### config.mk
export PLATFORM = sky130hd
export DESIGN_NAME = report_collector
export DESIGN_NICKNAME = d
export VERILOG_FILES = /design/src/rtl/report_collector.sv
export SDC_FILE = /design/constraint.sdc
export NUM_CORES = 1
export LEC_CHECK = 0
export CELL_PAD_IN_SITES_DETAIL_PLACEMENT = 2
export CELL_PAD_IN_SITES_GLOBAL_PLACEMENT = 2
export CORE_MARGIN = 3
export CORE_UTILIZATION = 45
export CTS_CLUSTER_SIZE = 14
export DETAILED_ROUTE_END_ITERATION = 7
export PLACE_DENSITY_LB_ADDON = 0.1
export RECOVER_POWER = 100
export SLEW_MARGIN = 0
export SYNTH_ARGS = -nofsm -noshare
export SYNTH_HDL_FRONTEND = slang
export SYNTH_SLANG_ARGS = --single-unit
### constraint.sdc
create_clock -name clk -period 10.32 [get_ports clk]
set_input_delay 2.064 -clock clk [delete_from_list [all_inputs] [get_ports clk]]
set_output_delay 2.064 -clock clk [all_outputs]
set_load 0.03 [all_outputs]
### src/rtl/report_collector.sv
// Tags non-zero report vectors with their symbol offset and queues them for the host; appends a terminator at end of data.
// Latency: a captured report is visible one cycle later. Backpressure: reports are dropped (and counted) when the FIFO is full; the terminator waits for space.
module report_collector #(
    parameter int NUM_REPORTS  = 2,
    parameter int OFFSET_WIDTH = 32,
    parameter int FIFO_DEPTH   = 16
) (
    input  logic                          clk,
    input  logic                          reset,
    input  logic                          run,
    input  logic [NUM_REPORTS-1:0]        report_in,
    input  logic                          end_of_data,
    output logic                          rec_valid,
    input  logic                          rec_ready,
    output logic [OFFSET_WIDTH-1:0]       rec_offset,
    output logic [NUM_REPORTS-1:0]        rec_bits,
    output logic                          rec_last,
    output logic                          overflow,
    output logic [15:0]                   drop_count,
    output logic [$clog2(FIFO_DEPTH):0]   fifo_level,
    output logic                          done
);

    localparam int AW = $clog2(FIFO_DEPTH);
    localparam int RW = OFFSET_WIDTH + NUM_REPORTS + 1;

    typedef enum logic [1:0] {COUNT, TERM, DRAIN, DONE} state_t;

    state_t                  r_state;
    logic [OFFSET_WIDTH-1:0] r_offset;
    logic [RW-1:0]           r_mem [FIFO_DEPTH];
    logic [AW-1:0]           r_wr_ptr;
    logic [AW-1:0]           r_rd_ptr;
    logic [AW:0]             r_count;
    logic                    r_overflow;
    logic [15:0]             r_drop_count;
    logic                    r_done;

    logic                    w_pop;
    logic                    w_full;
    logic                    w_accept;
    logic                    w_rep_req;
    logic                    w_term_req;
    logic                    w_push;
    logic                    w_drop;
    logic [RW-1:0]           w_push_dat;
    logic [RW-1:0]           w_head;

    assign rec_valid  = (r_count != '0);
    assign w_pop      = rec_valid & rec_ready;
    assign w_full     = (r_count == (AW+1)'(FIFO_DEPTH));
    // A full FIFO still takes a push when the head leaves in the same cycle.
    assign w_accept   = ~w_full | w_pop;
    assign w_rep_req  = (r_state == COUNT) & run & (|report_in);
    assign w_term_req = (r_state == TERM);
    assign w_push     = (w_rep_req | w_term_req) & w_accept;
    assign w_drop     = w_rep_req & ~w_accept;
    assign w_push_dat = w_term_req ? {r_offset, NUM_REPORTS'(0), 1'b1}
                                   : {r_offset, report_in, 1'b0};

    // Storage is not reset, so the head is masked while the FIFO is empty.
    assign w_head = r_mem[r_rd_ptr];
    assign {rec_offset, rec_bits, rec_last} = rec_valid ? w_head : '0;

    assign overflow   = r_overflow;
    assign drop_count = r_drop_count;
    assign fifo_level = r_count;
    assign done       = r_done;

    always_ff @(posedge clk) begin
        if (w_push) begin
            r_mem[r_wr_ptr] <= w_push_dat;
        end
    end

    always_ff @(posedge clk) begin
        if (reset) begin
            r_wr_ptr <= '0;
            r_rd_ptr <= '0;
            r_count  <= '0;
        end else begin
            if (w_push) begin
                r_wr_ptr <= r_wr_ptr + 1'b1;
            end
            if (w_pop) begin
                r_rd_ptr <= r_rd_ptr + 1'b1;
            end
            case ({w_push, w_pop})
                2'b10:   r_count <= r_count + 1'b1;
                2'b01:   r_count <= r_count - 1'b1;
                default: r_count <= r_count;
            endcase
        end
    end

    always_ff @(posedge clk) begin
        if (reset) begin
            r_state      <= COUNT;
            r_offset     <= '0;
            r_overflow   <= 1'b0;
            r_drop_count <= '0;
            r_done       <= 1'b0;
        end else begin
            if (w_drop) begin
                r_overflow <= 1'b1;
                if (r_drop_count != 16'hFFFF) begin
                    r_drop_count <= r_drop_count + 16'd1;
                end
            end
            case (r_state)
                COUNT: begin
                    if (run) begin
                        r_offset <= r_offset + 1'b1;
                    end
                    if (end_of_data) begin
                        r_state <= TERM;
                    end
                end
                TERM: begin
                    if (w_push) begin
                        r_state <= DRAIN;
                    end
                end
                DRAIN: begin
                    if (w_pop && rec_last) begin
                        r_state <= DONE;
                        r_done  <= 1'b1;
                    end
                end
                DONE: begin
                    r_done <= 1'b1;
                end
                default: r_state <= COUNT;
            endcase
        end
    end

endmodule

==> results_dict.tcl, run 1 <==
set metrics [dict create \
    status "finished with violations" \
    violations "max-capacitance violations, max-slew violations" \
    critPathMaxFanout 37 \
    hold_path_class "flip-flop to flip-flop" \
    ys_async_sr_fraction 0 \
    antenna_left 0 \
    num_rows 84 \
    clock_latency_ps 610 \
    skew_ps 35.82 \
    synthesis.area_um2 24520 \
    min_period_ps 7042 \
    instances_no_fill 2055 \
    avgRoutedWirePerCell_um 32.38 \
    vias_per_cell 5.952 \
    cts_max_level 3 \
    fin_nets 1336 \
    synth_fp_nets 1231 \
    timing_worst_setup_path_type "flip-flop to output port" \
    fin_setup_tns_ps 0 \
    hpwlAfterDp_um 34070 \
    drive_gt1_frac 0.2099 \
    grt.overflow.total 0 \
    synth_top_area_cell "edfxtp_1" \
    cp_data_required_time_ps 8260 \
    cts_num_sinks 629 \
    grtUsageTotal 0.2408 \
    yosysSeqAreaShare 0.7420 \
    die_w_um 239.5 \
    clk_pin_slew_worst_paths_ps 60 \
    grt_pass1_wl_um 98720 \
    p_per_area_nw_per_um2 266.8 \
    cts-hold-fix-buffers 0 \
    max_freq_mhz 142.0 \
    clk_path_buf_depth 3 \
    hold_violations 0 \
    power_mw 7.501 \
    filler_cell_count 4519 \
    fin_hold_ws_ps 519.3 \
    max_slew_margin -1.415 \
    root_buffer "clkbuf_16" \
    num_antenna_cells 0 \
    dp_cells 1931 \
    tightest_slew_ps 3623 \
    setup_violations 0 \
    synthFlopType "edfxtp_1" \
    drv_slew 622 \
    cts_resized 0 \
    start_util 0.4602 \
    cts_buffers 68 \
    vias 12230 \
    cts_tree "built" \
    drt-pass1-iter-count 5 \
    startpoint_type "flip-flop" \
    place.gp.congestion 0.7077 \
    max-cap-violations 25 \
    synth_seq_cells 629 \
    synth_cell_type_count 48 \
    slowest_stage "clkbuf_1" \
    io-pin-count 66 \
    die_area_um2 57340 \
    drt_wl_total_um 66540 \
    synthTopCellsByArea "edfxtp_1 (69%), mux4_2 (16%), dfxtp_1 (5.6%), xor2_1 (1.4%), nor2_1 (1.2%)" \
    area_delta_synth_final_pct 14.65 \
    drc 0 \
    grt_max_degree 78 \
    end_kind "output port" \
    syn_inst 1208 \
    slowest_delay_ps 2100 \
    port_buffers 65 \
    synth-edff-count 560 \
    finalCritPeriodShare 0.6823 \
    p_leak_nw 9.021 \
    syn_avg_cell_area_um2 20.30 \
    worstPathCellList "or4_4 -> nor2_4 -> clkbuf_1 -> nor2b_1 -> dlygate4sd3_1" \
    yosysTopAreaCellShare 0.6857 \
    grt_setup_unrepaired "false" \
    die_h_um 239.5 \
    core_um2 53290 \
    cts_setup_buffers 0 \
    arrival_ps 4980 \
    finalInstanceArea_um2 28120 \
    grt_pass1_vias 13890 \
    ir_drop_v 0.0001798 \
    place_area_um2 26120 \
    antenna_found_initial 1 \
    yosysWarnings 0 \
    drt_iter0_markers 934 \
]
==> cell usage after synthesis, drive strengths merged, types with 12 or more instances <==
cell type,number
nand4,13
buf,21
nor3,12
nor2b,43
nand3,27
mux4,171
nor2,77
dfxtp,69
ha,15
xor2,39
xnor2,12
edfxtp,560
nand2,28
clkbuf,34
==> logic make-up after synthesis <==
group | share of synthesized area
flops | 0.7420
simple gates | 0.05005
xor+xnor | 0.01821
mux | 0.1607
compound gates | 0.009592
buf+inv | 0.01097
fa+ha+maj | 0.008469
==> state kept, by name (all words and copies together) (netlist names), named ones only <==
signal      count
r_mem         560
r_rd_ptr        4
r_wr_ptr        4
done            1
fifo_level      5
overflow        1
r_state         2
r_offset       32
drop_count     16
==> layer usage <==
| metal | GRT usage | vias to the layer above | part of all wire |
|---|---|---|---|
| met2 | 0.4259 | 340 | 0.53 |
| met4 | 0.05149 | 0 | 0.015 |
| met1 | 0.3181 | 6692 | 0.42 |
| met3 | 0.03754 | 80 | 0.040 |
| li1 | - | 5119 | - |
| met5 | 0 | - | 0 |
==> area by class of cell <==
class	instances	area, µm²	share of cell area
sequential	629	18210	0.6477
tap	688	860.8	0.03062
clock inverter	30	299.0	0.01064
multi-input combinational	514	6031	0.2145
timing repair buffer	90	778.2	0.02768
inverter	10	37.54	0.001335
clock buffer	94	1901	0.06760
==> critical path: cells and delay by family, from the launching register on <==
kind                   cells  cell delay [ps]
and+or+nand+nor            3             1040
buffers and inverters      2             2960
DFF                        1              360
==> path summary, 6_finish.rpt <==
kind | slack [ps] | endpoint | start | depth (start not counted)
worst max-delay path | 3280 | rec_offset[30] | fifo_level[1] | 5
worst min-delay path | 520 | overflow | overflow | 2
worst max register to register | 4550 | r_mem[8][4] | r_state[1] | 7
worst min register to register | 520 | overflow | overflow | 2
==> per-stage QoR <==
stage          utilization  setup WS, ps
2_1_floorplan            -          4453
3_5_place_dp        0.4902          4773
6_report            0.5277          3278
4_1_cts             0.5315          4127
5_1_grt             0.5277          2964
3_3_place_gp        0.4902          4794
==> placed cells by master, fill, tap and decap left out, drive strengths merged, types with 7 or more instances in the layout <==
cell type / instances
nor3: 12
clkinv: 21
nor2b: 43
xnor2: 12
ha: 15
o21ai: 7
mux2i: 9
and3: 10
edfxtp: 560
xor2: 39
a21oi: 10
nand3: 27
nor2: 77
mux4: 171
nand2: 28
buf: 8
dfxtp: 69
clkbuf: 112
nand4: 13
dlygate4sd3: 62
inv: 13
==> power by group <==
| group | leakage (nW) | internal, mW | switching (mW) | total, mW |
|---|---|---|---|---|
| combinational | 2.14 | 0.901 | 1.08 | 1.98 |
| sequential | 5.80 | 2.96 | 0.123 | 3.08 |
| clock | 1.08 | 1.42 | 1.02 | 2.44 |
Note: power is estimated with default switching activity, not from simulation.
==> inputs of run 2 (changes only) <==
--- a/config.mk
+++ b/config.mk
@@ -8,7 +8,7 @@
 export CELL_PAD_IN_SITES_DETAIL_PLACEMENT = 2
 export CELL_PAD_IN_SITES_GLOBAL_PLACEMENT = 2
 export CORE_MARGIN = 3
-export CORE_UTILIZATION = 45
+export CORE_UTILIZATION = 44
 export CTS_CLUSTER_SIZE = 14
 export DETAILED_ROUTE_END_ITERATION = 7
 export PLACE_DENSITY_LB_ADDON = 0.1
==> constraint.sdc (replaced) <==
create_clock -name clk -period 5.66 [get_ports clk]
set_input_delay 1.132 -clock clk [delete_from_list [all_inputs] [get_ports clk]]
set_output_delay 1.132 -clock clk [all_outputs]
set_load 0.03 [all_outputs]
==> run 2 against run 1 <==
Utilization down 0.54 points. Power grew 85%. Combinational power is 86% higher. Clock skew shrank 20 ps. Wire length decreased by 3.8%. Cell count up 2.9%. Non-clock buffer count is 9 higher. Worst setup slack lost 2600 ps. The run still ends with max-capacitance violations, max-slew violations left. Worst hold slack lost 32 ps. Clock power is 86% higher. Cell area rose by 1.1%.
==> results_dict.tcl, run 2 (synthesis gave the netlist of run 1 again) <==
set metrics [dict create \
    grt_pass1_wl_um 96430 \
    status "finished with violations" \
    place_area_um2 26380 \
    drt_wl_total_um 64000 \
    timing_worst_setup_path_type "flip-flop to output port" \
    power_mw 13.84 \
    ff2ff_path_depth 7 \
    clock_latency_ps 590 \
    tightest_slew_ps 2761 \
    cts_max_level 3 \
    fin_hold_ws_ps 487.4 \
    max_slew_margin -0.8406 \
    root_buffer "clkbuf_16" \
    cts_num_sinks 629 \
    dp_cells 1991 \
    ir_drop_v 0.0002761 \
    clk_pin_slew_worst_paths_ps 60 \
    die_h_um 242.1 \
    filler_cell_count 4763 \
    antenna_left 0 \
    arrival_ps 3890 \
    hold_path_class "flip-flop to flip-flop" \
    skew_ps 15.47 \
    hold_path_end "overflow" \
    start_util 0.4504 \
    drv_slew 294 \
    io-pin-count 66 \
    cts_buffers 69 \
    largest_reg_flops 560 \
    grt_setup_unrepaired "false" \
    hp-start "overflow" \
    num_antenna_cells 0 \
    fin_setup_tns_ps 0 \
    drc 0 \
    cp_data_required_time_ps 4530 \
    die_w_um 242.1 \
    fin_nets 1346 \
    clk_path_buf_depth 3 \
    p_leak_nw 9.128 \
    layout_common_cells "edfxtp_1 (560), mux4_2 (171), clkbuf_16 (73)" \
    port_buffers 65 \
    avgRoutedWirePerCell_um 30.27 \
    multiInputGateArea_um2 6067 \
    grtUsageTotal 0.2239 \
    startpoint_type "flip-flop" \
    violations "max-capacitance violations, max-slew violations" \
    drt_iter0_markers 1053 \
    min_period_ps 5026 \
    grt_pass1_vias 13780 \
    cts_tree "built" \
    core_um2 54450 \
    regToRegStartpoint "r_state[1]" \
    area_delta_synth_final_pct 15.96 \
    postLayoutSetupSlackWorst_ps 634.5 \
    hpwlAfterDp_um 36230 \
    drive_gt1_frac 0.2255 \
    grt.overflow.total 0 \
    critPathMaxFanout 28 \
    num_rows 85 \
    setup_violations 0 \
    rr_endpoint "r_mem[9][9]" \
    finalInstanceArea_um2 28440 \
    regMostFlops "r_mem" \
    cts-hold-fix-buffers 0 \
    antenna_found_initial 0 \
    end_kind "output port" \
    drt-pass1-iter-count 5 \
    cts_setup_buffers 0 \
    reg2reg_slack_ps 830 \
    final_util 0.5223 \
    cts_resized 0 \
    area.sequential_um2 18210 \
    grt_max_degree 51 \
    instances_no_fill 2114 \
    max_freq_mhz 199.0 \
    max-cap-violations 13 \
    finalCritPeriodShare 0.8879 \
    hold_violations 0 \
    place.gp.congestion 0.7214 \
    place_ws_ps 1453 \
    vias_per_cell 5.794 \
    p_per_area_nw_per_um2 486.7 \
    layout_commonest_cell "edfxtp_1" \
    die_area_um2 58610 \
    holdPathStages 2 \
    vias 12250 \
]
-- run 2: final cells by class --
cell class | instances | area share
Clock inverter | 28 | 0.01095
Timing Repair Buffer | 99 | 0.03234
Clock buffer | 95 | 0.06925
Tap cell | 739 | 0.03251
Multi-Input combinational cell | 514 | 0.2133
Sequential cell | 629 | 0.6403
Inverter | 10 | 0.001320
-- run 2: layer usage --
layer,GRT usage,up-vias,routed length [µm]
met3,0.03763,79,2546
li1,-,5127,-
met2,0.3707,308,32260
met4,0.04615,0,1060
met5,0,-,0
met1,0.3165,6734,28130
-- run 2: worst max-delay path by stage --
stage | endpoint | start
global route | rec_offset[10] | flip-flop
detailed placement | rec_offset[22] | flip-flop
finish | rec_offset[8] | flip-flop
CTS | rec_offset[8] | flip-flop
global placement | rec_offset[22] | flip-flop
floorplan | r_mem[3][0] | report_in[1]
-- run 2: power breakdown --
part           total (mW)  internal [mW]  leakage [nW]  switching [mW]
registers            5.62           5.38          5.80           0.234
clock network        4.53           2.75          1.12            1.79
logic                3.69           1.71          2.21            1.98
total                13.8           9.85          9.13            4.00
-- run 2: critical path, cell delays in order, from the launching register on --
cell and delay (ps):
dfxtp_4 820, clkbuf_2 500, mux4_2 600, mux4_2 510, nor2b_1 150, dlygate4sd3_1 700
==> inputs of run 3 (changes only) <==
--- a/config.mk
+++ b/config.mk
@@ -8,7 +8,7 @@
 export CELL_PAD_IN_SITES_DETAIL_PLACEMENT = 2
 export CELL_PAD_IN_SITES_GLOBAL_PLACEMENT = 2
 export CORE_MARGIN = 3
-export CORE_UTILIZATION = 44
+export CORE_UTILIZATION = 42
 export CTS_CLUSTER_SIZE = 14
 export DETAILED_ROUTE_END_ITERATION = 7
 export PLACE_DENSITY_LB_ADDON = 0.1
==> run 3 against run 2 <==
The run still ends with max-capacitance violations, max-slew violations left. Largest power group unchanged. Clock skew up 5.4 ps. Utilization fell by 2.6 points. Critical endpoint is now rec_offset[7]. Sequential power barely moved. Combinational power about the same. Wire length decreased by 0.99%. Maximum frequency fell by 1.7%. Via count shrank 0.12%. Worst setup slack worse by 86 ps.
==> results_dict.tcl, run 3 (synthesis gave the netlist of run 1 again) <==
set metrics [dict create \
    startpoint_type "flip-flop" \
    cp_data_required_time_ps 4530 \
    arrival_ps 3980 \
    die_area_um2 61330 \
    max_freq_mhz 195.6 \
    status "finished with violations" \
    vias 12230 \
    place.gp.congestion 0.7262 \
    skew_ps 20.89 \
    drc 0 \
    hold_path_class "flip-flop to flip-flop" \
    avgRoutedWirePerCell_um 29.71 \
    clk_pin_slew_worst_paths_ps 60 \
    critPathMaxFanout 33 \
    num_rows 87 \
    largest_reg_flops 560 \
    drv_slew 185 \
    antenna_left 0 \
    cts_num_sinks 629 \
    antenna_found_initial 1 \
    port_buffers 65 \
    layout_common_cells "edfxtp_1 (560), mux4_2 (171), nor2_1 (72), clkbuf_16 (72), dfxtp_1 (65)" \
    die_h_um 247.6 \
    highest_layer "met4" \
    tightest_slew_ps 2277 \
    cts_tree "built" \
    finalCritPeriodShare 0.9031 \
    cts_max_level 3 \
    drive_gt1_frac 0.2215 \
    clk_path_buf_depth 3 \
    ir_drop_v 0.0003921 \
    violations "max-capacitance violations, max-slew violations" \
    fin_nets 1349 \
    vias_per_cell 5.735 \
    drt-pass1-iter-count 4 \
    num_antenna_cells 0 \
    hpwlAfterDp_um 37790 \
    p_leak_nw 9.053 \
    filler_cell_count 5062 \
    regMostFlops "r_mem" \
    layout_commonest_cell "edfxtp_1" \
    die_w_um 247.6 \
    cts_buffers 68 \
    min_period_ps 5112 \
    setup_violations 0 \
    timing_worst_setup_path_type "flip-flop to output port" \
    grt_pass1_vias 13640 \
    p_per_area_nw_per_um2 482.3 \
    dr_wl_met2_um 31280 \
    place_area_um2 26370 \
    grtUsageTotal 0.2145 \
    met3_length_um 2642 \
    drt_iter0_markers 969 \
    drt-met1-wl_um 28170 \
    root_buffer "clkbuf_16" \
    area_delta_synth_final_pct 15.40 \
    drt_wl_total_um 63360 \
    clock_latency_ps 600 \
    end_kind "output port" \
    hold_violations 0 \
    core_um2 57040 \
    final_util 0.4962 \
    start_util 0.4300 \
    cts-hold-fix-buffers 0 \
    grt_pass1_wl_um 95030 \
    fin_setup_tns_ps 0 \
    max_slew_margin -0.5181 \
    finalInstanceArea_um2 28300 \
    cts_resized 0 \
    cts_setup_buffers 0 \
    max-cap-violations 11 \
    grt_setup_unrepaired "false" \
    io-pin-count 66 \
    grt_max_degree 70 \
    grt.overflow.total 0 \
]
## run 3: layer usage
| layer | vias up | GRT usage |
|---|---|---|
| met1 | 6678 | 0.3057 |
| met5 | - | 0 |
| met4 | 0 | 0.05029 |
| met3 | 94 | 0.03295 |
| li1 | 5140 | - |
| met2 | 321 | 0.3514 |
## run 3: final cells by class
| class | count | area [µm²] | share of cell area |
|---|---|---|---|
| Clock inverter | 31 | 256.5 | 0.009063 |
| Multi-Input combinational cell | 514 | 6046 | 0.2136 |
| Inverter | 10 | 37.54 | 0.001326 |
| Sequential cell | 629 | 18210 | 0.6434 |
| Tap cell | 756 | 945.9 | 0.03342 |
| Timing Repair Buffer | 103 | 895.9 | 0.03165 |
| Clock buffer | 90 | 1909 | 0.06747 |
## run 3: report_power, final
group          total, mW  internal, mW  switching [mW]
Clock               4.33          2.52            1.81
Sequential          5.60          5.38           0.217
Combinational       3.72          1.70            2.03
## run 3: worst paths after layout
check	start	end	slack, ps	depth (start not counted)
worst max-delay path	flip-flop	rec_offset[7]	550	5
worst max register to register	r_state[1]	r_mem[5][13]	750	6
worst min-delay path	overflow	overflow	490	2
worst min register to register	overflow	overflow	490	2
## run 3: worst max-delay path, stage by stage, from the launching register on
cell	delay [ps]
dfxtp_4	820
clkbuf_4	670
mux4_2	580
mux4_2	460
nor2b_1	150
dlygate4sd3_1	700
## run 3: metrics by stage
| step | worst slack, ps | std cells | hold slack [ps] | total power [mW] |
|---|---|---|---|---|
| finish | 548.4 | 2133 | 488.2 | 13.65 |
| global route | 297.5 | 2133 | 536.1 | 14.26 |
| CTS | 660.2 | 2133 | 509.7 | 13.98 |
| detailed placement | 1106 | 2012 | 488.5 | 9.603 |
| global placement | 1350 | 2012 | 454.6 | 9.505 |
| floorplan | 724.6 | 1208 | 467.8 | 8.159 |
